==> src/rtl/iir_pkg.sv <==
// Shared types and constants for the IIR coefficient loader.
package iir_pkg;

    // Loader control states
    typedef enum logic [1:0] {
        StIdle,
        StLoad,
        StPending
    } state_t;

    // Number of coefficient words in one frame
    localparam int unsigned NUM_WORDS = 5;

    // Word index of each coefficient within a frame
    localparam logic [2:0] IDX_B0 = 3'd0;
    localparam logic [2:0] IDX_B1 = 3'd1;
    localparam logic [2:0] IDX_B2 = 3'd2;
    localparam logic [2:0] IDX_A1 = 3'd3;
    localparam logic [2:0] IDX_A2 = 3'd4;

    // Error cause codes reported on cfg_err_code
    localparam logic [1:0] ERR_NONE    = 2'b00;
    localparam logic [1:0] ERR_EARLY   = 2'b01;
    localparam logic [1:0] ERR_MISSING = 2'b10;
    localparam logic [1:0] ERR_TIMEOUT = 2'b11;

    // Power-on coefficient values: b0 ~1.0 in Q1.15, everything else zero
    localparam logic [15:0] DEF_B0_Q15 = 16'h7FFF;
    localparam logic [15:0] DEF_COEFF  = 16'h0000;

endpackage

==> src/rtl/iir_coeff_loader.sv <==
// Receives 5-word coefficient frames (b0,b1,b2,a1,a2) into shadow registers and
// commits the whole set atomically to the active outputs on a sample boundary.
module iir_coeff_loader
    import iir_pkg::*;
#(
    parameter int unsigned TIMEOUT_CYC = 255,
    parameter logic [15:0] DEF_B0      = DEF_B0_Q15
) (
    input  logic        clk,
    input  logic        rst,
    input  logic        cfg_valid,
    output logic        cfg_ready,
    input  logic [15:0] cfg_data,
    input  logic        cfg_last,
    input  logic        sample_tick,
    output logic [15:0] coeff_b0,
    output logic [15:0] coeff_b1,
    output logic [15:0] coeff_b2,
    output logic [15:0] coeff_a1,
    output logic [15:0] coeff_a2,
    output logic        coeff_update,
    output logic        cfg_err,
    output logic [1:0]  cfg_err_code,
    output logic        busy
);

    localparam int unsigned CNT_W = (TIMEOUT_CYC < 2) ? 1 : $clog2(TIMEOUT_CYC + 1);
    localparam logic [CNT_W-1:0] CNT_LAST = CNT_W'(TIMEOUT_CYC - 1);

    state_t           state_q, state_d;
    logic [2:0]       idx_q, idx_d;
    logic [CNT_W-1:0] cnt_q, cnt_d;
    logic             armed_q, armed_d;   // PENDING has lasted past its entry cycle
    logic             err_q, err_d;
    logic [1:0]       code_q, code_d;
    logic             upd_q;
    logic             wr_en;
    logic             commit;
    logic             xfer;

    logic [15:0] shadow_q [NUM_WORDS];
    logic [15:0] active_q [NUM_WORDS];

    assign cfg_ready = (state_q != StPending);
    assign busy      = (state_q != StIdle);
    assign xfer      = cfg_valid && cfg_ready;

    // Next-state, word sequencing, timeout and error decode
    always_comb begin
        state_d = state_q;
        idx_d   = idx_q;
        cnt_d   = cnt_q;
        armed_d = armed_q;
        err_d   = 1'b0;
        code_d  = code_q;
        wr_en   = 1'b0;
        commit  = 1'b0;
        case (state_q)
            StIdle: begin
                idx_d = IDX_B0;
                cnt_d = '0;
                if (xfer) begin
                    wr_en = 1'b1;
                    if (cfg_last) begin
                        err_d  = 1'b1;
                        code_d = ERR_EARLY;
                    end else begin
                        state_d = StLoad;
                        idx_d   = IDX_B1;
                    end
                end
            end
            StLoad: begin
                if (xfer) begin
                    wr_en = 1'b1;
                    cnt_d = '0;
                    if (idx_q == IDX_A2) begin
                        if (cfg_last) begin
                            state_d = StPending;
                            armed_d = 1'b0;
                        end else begin
                            err_d  = 1'b1;
                            code_d = ERR_MISSING;
                        end
                    end else if (cfg_last) begin
                        err_d  = 1'b1;
                        code_d = ERR_EARLY;
                    end else begin
                        idx_d = idx_q + 3'd1;
                    end
                end else if (cnt_q == CNT_LAST) begin
                    err_d  = 1'b1;
                    code_d = ERR_TIMEOUT;
                end else begin
                    cnt_d = cnt_q + 1'b1;
                end
                // Any error abandons the frame; shadow contents are simply overwritten later
                if (err_d) begin
                    state_d = StIdle;
                    idx_d   = IDX_B0;
                    cnt_d   = '0;
                end
            end
            StPending: begin
                armed_d = 1'b1;
                if (armed_q && sample_tick) begin
                    commit  = 1'b1;
                    state_d = StIdle;
                    idx_d   = IDX_B0;
                end
            end
            default: begin
                state_d = StIdle;
                idx_d   = IDX_B0;
                cnt_d   = '0;
            end
        endcase
    end

    // Control state and status registers
    always_ff @(posedge clk or posedge rst) begin
        if (rst) begin
            state_q <= StIdle;
            idx_q   <= IDX_B0;
            cnt_q   <= '0;
            armed_q <= 1'b0;
            err_q   <= 1'b0;
            code_q  <= ERR_NONE;
            upd_q   <= 1'b0;
        end else begin
            state_q <= state_d;
            idx_q   <= idx_d;
            cnt_q   <= cnt_d;
            armed_q <= armed_d;
            err_q   <= err_d;
            code_q  <= code_d;
            upd_q   <= commit;
        end
    end

    // Shadow frame capture by word index
    always_ff @(posedge clk or posedge rst) begin
        if (rst) begin
            for (int i = 0; i < NUM_WORDS; i++) begin
                shadow_q[i] <= DEF_COEFF;
            end
        end else if (wr_en) begin
            shadow_q[idx_q] <= cfg_data;
        end
    end

    // Active set changes only as a whole, on commit
    always_ff @(posedge clk or posedge rst) begin
        if (rst) begin
            active_q[IDX_B0] <= DEF_B0;
            for (int i = 1; i < NUM_WORDS; i++) begin
                active_q[i] <= DEF_COEFF;
            end
        end else if (commit) begin
            for (int i = 0; i < NUM_WORDS; i++) begin
                active_q[i] <= shadow_q[i];
            end
        end
    end

    assign coeff_b0     = active_q[IDX_B0];
    assign coeff_b1     = active_q[IDX_B1];
    assign coeff_b2     = active_q[IDX_B2];
    assign coeff_a1     = active_q[IDX_A1];
    assign coeff_a2     = active_q[IDX_A2];
    assign coeff_update = upd_q;
    assign cfg_err      = err_q;
    assign cfg_err_code = code_q;

endmodule

==> config.mk <==
export PLATFORM = sky130hd
export DESIGN_NAME = iir_coeff_loader
export DESIGN_NICKNAME = d
export VERILOG_FILES = /design/src/rtl/iir_pkg.sv /design/src/rtl/iir_coeff_loader.sv
export SDC_FILE = /design/constraint.sdc
export NUM_CORES = 1
export LEC_CHECK = 0
export ABC_AREA = 1
export BUFFER_PORTS_ARGS = -buffer_cell sky130_fd_sc_hd__buf_2
export CAP_MARGIN = 5
export CORE_MARGIN = 2
export CORE_UTILIZATION = 61
export DETAILED_ROUTE_END_ITERATION = 8
export PLACE_DENSITY_LB_ADDON = 0.15
export RECOVER_POWER = 25
export SYNTH_ARGS = -nofsm -noshare
export SYNTH_HDL_FRONTEND = slang
export SYNTH_SLANG_ARGS = --single-unit
==> constraint.sdc <==
create_clock -name clk -period 12.9 [get_ports clk]
set_input_delay 2.58 -clock clk [delete_from_list [all_inputs] [get_ports clk]]
set_output_delay 2.58 -clock clk [all_outputs]
set_load 0.03 [all_outputs]
; Word-level counts from Yosys, hierarchy flattened
; Cells that the tools add are included.
[op_classes]
n_addsub = 2
n_lt_le_gt_ge = 2
eq_ne = 19
muxes = 46
bitwise = 2
reduce_logical = 13
[op_table]
columns = cell, count
row1 = $bwmux 80, 1
row2 = $demux 16 s3, 1
row3 = $mux 2, 13
row4 = $mux 8, 3
row5 = $ne 3x3->1 const B, 6
row6 = $mux 1, 16
row7 = $mux 16, 1
row8 = $pmux 8 s2, 1
row9 = $mux 3, 5
row10 = $ne 2x2->1 const B, 7
row11 = $reduce_and 4->1, 3
row12 = $pmux 3 s3, 1
row13 = $add 8x1->8 const B, 1
row14 = $eq 8x8->1 const B, 1
row15 = $ne 4x4->1 const B, 2
row16 = $pmux 2 s3, 1
row17 = $reduce_and 6->1, 1
row18 = $reduce_bool 2->1, 3
row19 = $ge 4x4->1 const B, 1
row20 = $lt 4x1->1 const B, 1
row21 = $not 3->4, 1
row22 = $pmux 1 s2, 2
row23 = $pmux 2 s2, 1
row24 = $add 3x1->3 const B, 1
row25 = other kinds (8), 10
[totals]
register_bits = 178
input_bits = 21
output_inout_bits = 86

; Logic depth before layout (Yosys ltp)
; Gate-level depths: netlist of run 1.
[depth]
depth_word = 6
depth_mapped = 11
mapped_depth_nobuf = 11

; Worst setup path after synthesis of run 1
; OpenSTA, ideal clock, no wires.
[synth_timing]
kind = input to register
start = input cfg_valid
end = register shadow_q[16] in the netlist's numbering
setup_ns = 0.126
arrival_time_ns = 3.288
t_required_ns = 12.774
path_slack_ns = 9.486
path_stages = 6
path_buffers = 1
cell_sequence = inv_1 nor2_2 inv_2 nor4_4 clkbuf_2 o21ai_0
[synth_between]
elab_chain_len = 3
[synth_lines]
columns = item, line_no
row1 = from (decl), iir_coeff_loader.sv:11  ; input logic cfg_valid,
row2 = $logic_and 1x1->1, iir_coeff_loader.sv:46  ; assign xfer = cfg_valid && cfg_ready;
row3 = $mux 1, "iir_coeff_loader.sv:62, iir_coeff_loader.sv:74"
row4 = $mux 1, -
row5 = "to (signal, indexed assignment)", iir_coeff_loader.sv:148  ; shadow_q[idx_q] <= cfg_data;
row6 = to (decl), iir_coeff_loader.sv:41  ; logic [15:0] shadow_q [NUM_WORDS];
; No other way between the ends.
; A chain may end at the register's enable or synchronous reset.

==> results of run 1 <==
==> cell usage after synthesis (all sizes together) <==
cell / number
o32ai: 1
o31ai: 1
xor2: 3
a21oi: 5
ha: 4
o21ai: 101
inv: 53
and3: 1
nor3b: 1
o2111ai: 1
a31oi: 1
nor3: 1
nand3: 12
dfstp: 15
nand2: 330
o21bai: 1
or2: 1
buf: 25
nor2: 20
clkbuf: 8
nand4: 4
dfrtp: 163
nor4: 1
==> cell usage in the layout (no fill, tap or decap), types with 2 or more instances in the layout <==
cell	netlist	routed
nand2_1	326	326
a21oi_1	5	5
o21ai_1	52	52
dfstp_2	15	15
clkbuf_16	0	17
ha_1	4	4
buf_4	9	4
nor2_4	4	4
o21ai_0	49	49
nand3_2	3	3
clkinv_2	0	4
nand2_2	3	3
nand3_1	9	9
nor2_2	3	2
inv_1	49	48
buf_2	11	104
nor2_1	13	14
nand4_1	4	4
clkbuf_8	0	4
xor2_1	3	3
clkbuf_1	7	4
dfrtp_1	163	163
inv_2	4	4
clkinvlp_4	0	3
==> sequential cells by signal, summed over array words and instances, names as in the netlist <==
signal        count
shadow_q         80
coeff_a1         16
coeff_a2         16
coeff_b0         16
coeff_b1         16
coeff_b2         16
cnt_q             8
idx_q             3
cfg_err_code      2
state_q           2
armed_q           1
cfg_err           1
coeff_update      1
==> metrics by stage <==
step | power [mW] | hold WS [ns] | util [%] | instances
after floorplan | 1.120 | 0.4422 | - | 753
after global placement | 1.209 | 0.4492 | 66.91 | 973
after detailed placement | 1.232 | 0.4528 | 66.91 | 973
after CTS | 1.726 | 0.4631 | 71.94 | 1005
after global routing | 1.822 | 0.4782 | 71.86 | 1005
final | 1.720 | 0.4587 | 71.86 | 1005
==> worst reg2reg max path, cell delays in order, from the launching register on <==
cell and delay, ns:
dfrtp_1 0.48, nand2_4 0.17, nor2_4 0.04, buf_4 0.32, inv_2 0.12, buf_4 0.70, o21ai_0 0.27
==> layer usage <==
layer	track usage (%)	share of wire (%)	vias up
met3	7.077	5.3	18
met5	0	0	-
met1	36.47	45	2506
met4	8.477	1.6	0
met2	39.02	48	138
li1	-	-	2553
==> power by group through the flow <==
stage	Sequential (mW)	Combinational [mW]	Clock (mW)
2_1_floorplan	0.880	0.239	0
3_3_place_gp	0.817	0.392	0
3_5_place_dp	0.824	0.409	0
4_1_cts	0.818	0.411	0.497
5_1_grt	0.838	0.460	0.523
6_report	0.820	0.408	0.492
==> cells by family after synthesis <==
kind of cell / after synthesis
XOR/XNOR: 3
buffers and inverters: 86
adder cells (fa/ha/maj): 4
flip-flops: 178
AO/OA/AOI/OAI: 111
AND/OR/NAND/NOR: 371
==> area by class of cell <==
type,instances,area [µm²],share of cell area [%]
flip-flops and latches,178,4473,54.98
multi-input cells,489,2156,26.50
repair buffers,110,558.0,6.859
clock buffers,23,488.0,5.998
inverters,53,200.2,2.461
well taps,143,178.9,2.199
clock inverters,9,81.33,0.9997
==> worst paths after layout <==
kind / startpoint / to / slack, ns / cells after the start
max in group clk: sample_tick / coeff_a1[11] / 8.91 / 7
max reg2reg: state_q[1] / coeff_a1[11] / 10.63 / 6
min: coeff_b0[10] / coeff_b0[10] / 0.46 / 2
min in group asynchronous: rst / coeff_b1[9] / 3.47 / 2
min reg2reg: coeff_b0[10] / coeff_b0[10] / 0.46 / 2
max: rst / coeff_a2[2] / 7.09 / 3
==> metrics.md, run 1 <==
| Metric | Value |
|---|---|
| Starting Density | `62.19%` |
| Crit. End Element | `asynchronous set/reset pin` |
| Post-synthesis cell area | `7041 µm²` |
| RSZ-0062 raised after global routing | `no` |
| Cells after Synth | `753` |
| Post-route cell area | `8135 µm²` |
| DR iter-0 viols | `438` |
| CTS Buffer Depth | `2` |
| XOR/XNOR share of the synthesized area | `0.3732%` |
| Post-DP HPWL | `10050 µm` |
| Clock Power Share | `28.6%` |
| Clk_lat worst skew | `0.42 ns` |
| Sw Ratio | `33.76%` |
| Site row count | `39` |
| Clock Root Buffer | `clkbuf_16` |
| Port Buffers | `106` |
| Initial antenna violation count | `0` |
| Setup Buffers After CTS | `0` |
| Die H | `111.4 µm` |
| Critical path's slowest cell | `clkinvlp_2` |
| Post-DR wirelength/cell | `15.05 µm` |
| Vias per cell | `5.189` |
| Max_cap viols | `1` |
| Setup WS pre-CTS | `8.487 ns` |
| CP Cell Sequence | `buf_2 > clkinvlp_2 > buf_4` |
| Status | `complete, but fails checks` |
| Clock sink count | `178` |
| Number of global-route vias before repair | `5018` |
| CP Max Fanout | `103` |
| N_diodes | `0` |
| Sequential share of the synthesized area | `63.53%` |
| P per Cell Area | `211.4 nW/µm²` |
| Post-synth top area share | `57.93%` |
| Die width | `111.4 µm` |
| Io pins | `107` |
| H-tree depth | `4` |
| TritonCTS buffer count | `17` |
| Critical path's largest stage delay | `2.41 ns` |
| Post-Synth Adder-Cell Area | `0.7109%` |
| Share of layout cells above drive strength 1 | `20.07%` |
| Drt total wl | `15120 µm` |
| Synth Area in Simple Gates | `21.49%` |
| Setup ws final | `7.090 ns` |
| CTS clock-pin slew for the worst setup and hold paths | `0.06 ns` |
| Largest family of logic cells by synthesized area | `simple AND/OR/NAND/NOR gates` |
| Multiplexer share of the synthesized area | `0%` |
| GRT Resource Usage Total | `25.64%` |
| Slew @ Worst Pin | `4.340 ns` |
| NetSw | `580.8 µW` |
| Final period utilization | `45.04%` |
| Gp weighted congestion | `0.8798` |
| Startpoint types | `input pin` |
| Yosys warns | `0` |
| Synthesis-to-layout area growth | `15.55%` |
| Netlist cell types | `33` |
| Post-Syn Nets | `778` |
| Compound-Gate Fraction of Synth Area | `8.086%` |
| Setup TNS Final | `0 ns` |
| PostCTS Resize Cnt | `0` |
| FF+latch count, synth | `178` |
| Maximum vdd drop | `113.4 µV` |
| CTS tree | `yes` |
| Failing checks | `max-capacitance violations, max-slew violations` |
| Internal power | `1.139 mW` |
| Via count | `5215` |
| DRC Markers | `0` |
| Comb power frac | `23.7%` |
| Fillcell total | `867` |
| Max-slew violations | `104` |
| Worst clock skew | `0.007058 ns` |
| LEAKAGE | `4.468 nW` |
| Hold WC Path Type | `reg -> reg` |
| WS Path Type | `in -> async` |
| Synth area leader | `dfrtp_1` |
| Core Box Area | `11320 µm²` |
| Final number of hold-violating endpoints | `0` |
| Placed instance area | `7575 µm²` |
| Syn Area/Cell | `9.350 µm²` |
| NumNets Final | `874` |
| Initial DRT Pass Iterations | `5` |
| Final setup fails | `0` |
| Slew headroom | `-190.9%` |
| Data required, critical path | `13.32 ns` |
| Maximum clock rate | `0.1721 GHz` |
| Delay-heaviest family, CP | `buffers and inverters` |
| Synth area leaders | `dfrtp_1, nand2_1, dfstp_2` |
| CP Buf/Inv Count | `3` |
| Die area | `12420 µm²` |
| CTS hold repair buffers | `0` |
| Pin count of the biggest net entering global routing | `104` |
| Grt total ovfl | `0` |
| Reg power frac | `47.7%` |
| Shortest period the worst path allows | `5.810 ns` |
| First-pass GRT wire length | `25300 µm` |
| Worst path arrival time | `6.23 ns` |
| Post-DRT Antenna Nets | `0` |
Power figures use the tool's default switching activity.
==> run 2: changes to the inputs <==
--- a/config.mk
+++ b/config.mk
@@ -9,7 +9,7 @@
 export BUFFER_PORTS_ARGS = -buffer_cell sky130_fd_sc_hd__buf_2
 export CAP_MARGIN = 5
 export CORE_MARGIN = 2
-export CORE_UTILIZATION = 61
+export CORE_UTILIZATION = 51
 export DETAILED_ROUTE_END_ITERATION = 8
 export PLACE_DENSITY_LB_ADDON = 0.15
 export RECOVER_POWER = 25
==> constraint.sdc (replaced) <==
create_clock -name clk -period 5.1 [get_ports clk]
set_input_delay 1.02 -clock clk [delete_from_list [all_inputs] [get_ports clk]]
set_output_delay 1.02 -clock clk [all_outputs]
set_load 0.03 [all_outputs]
==> run 2 against run 1 <==
The flow still finishes with violations (max-capacitance violations, max-slew violations). Critical path depth unchanged. Via count grew 0.73%. Sequential power rose to 2.5 times the previous value. Total power is 150% higher. Critical endpoint is now cnt_q[6]. Largest cell class unchanged.
==> metrics.md, run 2 (same netlist as run 1, synthesis figures left out) <==
| Metric | Value |
|---|---|
| H-tree depth | `4` |
| Worst R2R Setup Slack | `2.99 ns` |
| Max-slew violations | `179` |
| Clock Root Buffer | `clkbuf_16` |
| Max reg flops | `80` |
| M1 WL | `6853 µm` |
| Setup TNS Final | `0 ns` |
| Initial antenna violation count | `1` |
| LEAKAGE | `4.451 nW` |
| PostCTS Resize Cnt | `0` |
| Met3 wire len | `733 µm` |
| Status | `complete, but fails checks` |
| Die H | `121.5 µm` |
| Hold WC Path Type | `reg -> reg` |
| Pin count of the biggest net entering global routing | `179` |
| Worst path arrival time | `2.99 ns` |
| Max_cap viols | `1` |
| Via count | `5253` |
| Hold Path End | `coeff_b0[3]` |
| CTS Buffer Depth | `2` |
| Startpoint types | `input pin` |
| Site row count | `42` |
| Commonest non-fill, non-tap cells in the layout | `nand2_1, dfrtp_1, buf_2` |
| WS Path Type | `in -> async` |
| Io pins | `107` |
| Setup ws final | `2.153 ns` |
| Setup Buffers After CTS | `0` |
| Number of global-route vias before repair | `5078` |
| CTS hold repair buffers | `0` |
| Final number of hold-violating endpoints | `0` |
| DRC Markers | `0` |
| GRT Resource Usage Total | `22.78%` |
| Commonest non-fill, non-tap cell in the layout | `nand2_1` |
| Slew @ Worst Pin | `2.349 ns` |
| Cell Count, Final, Fillers Out | `1037` |
| Share of layout cells above drive strength 1 | `19.88%` |
| Setup WS pre-CTS | `2.379 ns` |
| P per Cell Area | `523.0 nW/µm²` |
| Post-DRT Antenna Nets | `0` |
| Core Box Area | `13350 µm²` |
| Vias per cell | `5.066` |
| Post-DP HPWL | `10260 µm` |
| TritonCTS buffer count | `17` |
| Post-DR wirelength/cell | `15.09 µm` |
| Starting Density | `52.75%` |
| Shortest period the worst path allows | `2.947 ns` |
| Failing checks | `max-capacitance violations, max-slew violations` |
| Hold Crit Start | `coeff_b0[3]` |
| Maximum clock rate | `0.3393 GHz` |
| Fillcell total | `1178` |
| CTS tree | `yes` |
| Hold_ws | `0.4618 ns` |
| Port Buffers | `106` |
| Slew headroom | `-56.60%` |
| RSZ-0062 raised after global routing | `no` |
| Synthesis-to-layout area growth | `15.48%` |
| Setup crit start | `rst` |
| Final setup fails | `0` |
| Crit. End Element | `asynchronous set/reset pin` |
| Gp weighted congestion | `0.9229` |
| Grt total ovfl | `0` |
| CP Max Fanout | `178` |
| Worst clock skew | `0.009003 ns` |
| Reg2Reg Capture Point | `coeff_a1[13]` |
| Die width | `121.5 µm` |
| Initial DRT Pass Iterations | `5` |
| Maximum vdd drop | `248.4 µV` |
| Critical R2R Launch | `state_q[1]` |
| Clk_lat worst skew | `0.43 ns` |
| DR iter-0 viols | `363` |
| Data required, critical path | `5.14 ns` |
| First-pass GRT wire length | `25510 µm` |
| Clock sink count | `178` |
| Placed insts | `1006` |
| Met2 WL | `7595 µm` |
| Top sig layer | `met4` |
| Most flop-heavy register | `shadow_q` |
| Worst r2r path cells | `5` |
| Die area | `14760 µm²` |
| NumNets Final | `874` |
| CTS clock-pin slew for the worst setup and hold paths | `0.06 ns` |
| Hold Path Depth | `2` |
| Drt total wl | `15650 µm` |
| Final period utilization | `57.79%` |
==> run 2: layer usage <==
metal,GRT usage (%),up-vias
li1,-,2557
met1,30.31,2528
met2,36.03,136
met3,5.028,32
met4,10.20,0
met5,0,-
==> run 2: per-stage QoR <==
stage	utilization, %	area, µm²	power (mW)
after floorplan	-	7044	2.833
after global placement	57.14	7627	3.071
after detailed placement	57.14	7627	3.120
after CTS	61.00	8142	4.291
after global routing	60.89	8128	4.523
final	60.91	8130	4.252
==> run 2: worst max-delay path: stages <==
cell and delay (ns):
clkbuf_1 0.10, clkinvlp_4 0.06, clkbuf_4 1.59
==> run 2: worst max path at each step <==
stage,end,cells past startpoint
floorplan,armed_q,1
global placement,shadow_q[61],5
detailed placement,coeff_a1[13],6
CTS,busy,3
global route,shadow_q[76],3
finish,cnt_q[6],3
==> run 2: cell type report <==
class                   instances  area [µm²]  area share, %
diodes                          1       2.502        0.03078
clock inverters                 6       32.53         0.4001
inverters                      53       202.7          2.493
repair buffers                110       559.3          6.879
well taps                     176       220.2          2.709
multi-input cells             489        2158          26.55
clock buffers                  24       481.7          5.925
flip-flops and latches        178        4473          55.02
==> run 2: report_power, final <==
| group | internal, mW | switching, mW | leakage [nW] |
|---|---|---|---|
| registers | 1.84 | 0.228 | 2.29 |
| logic | 0.322 | 0.712 | 1.90 |
| clock network | 0.651 | 0.499 | 0.255 |
| total | 2.81 | 1.44 | 4.45 |
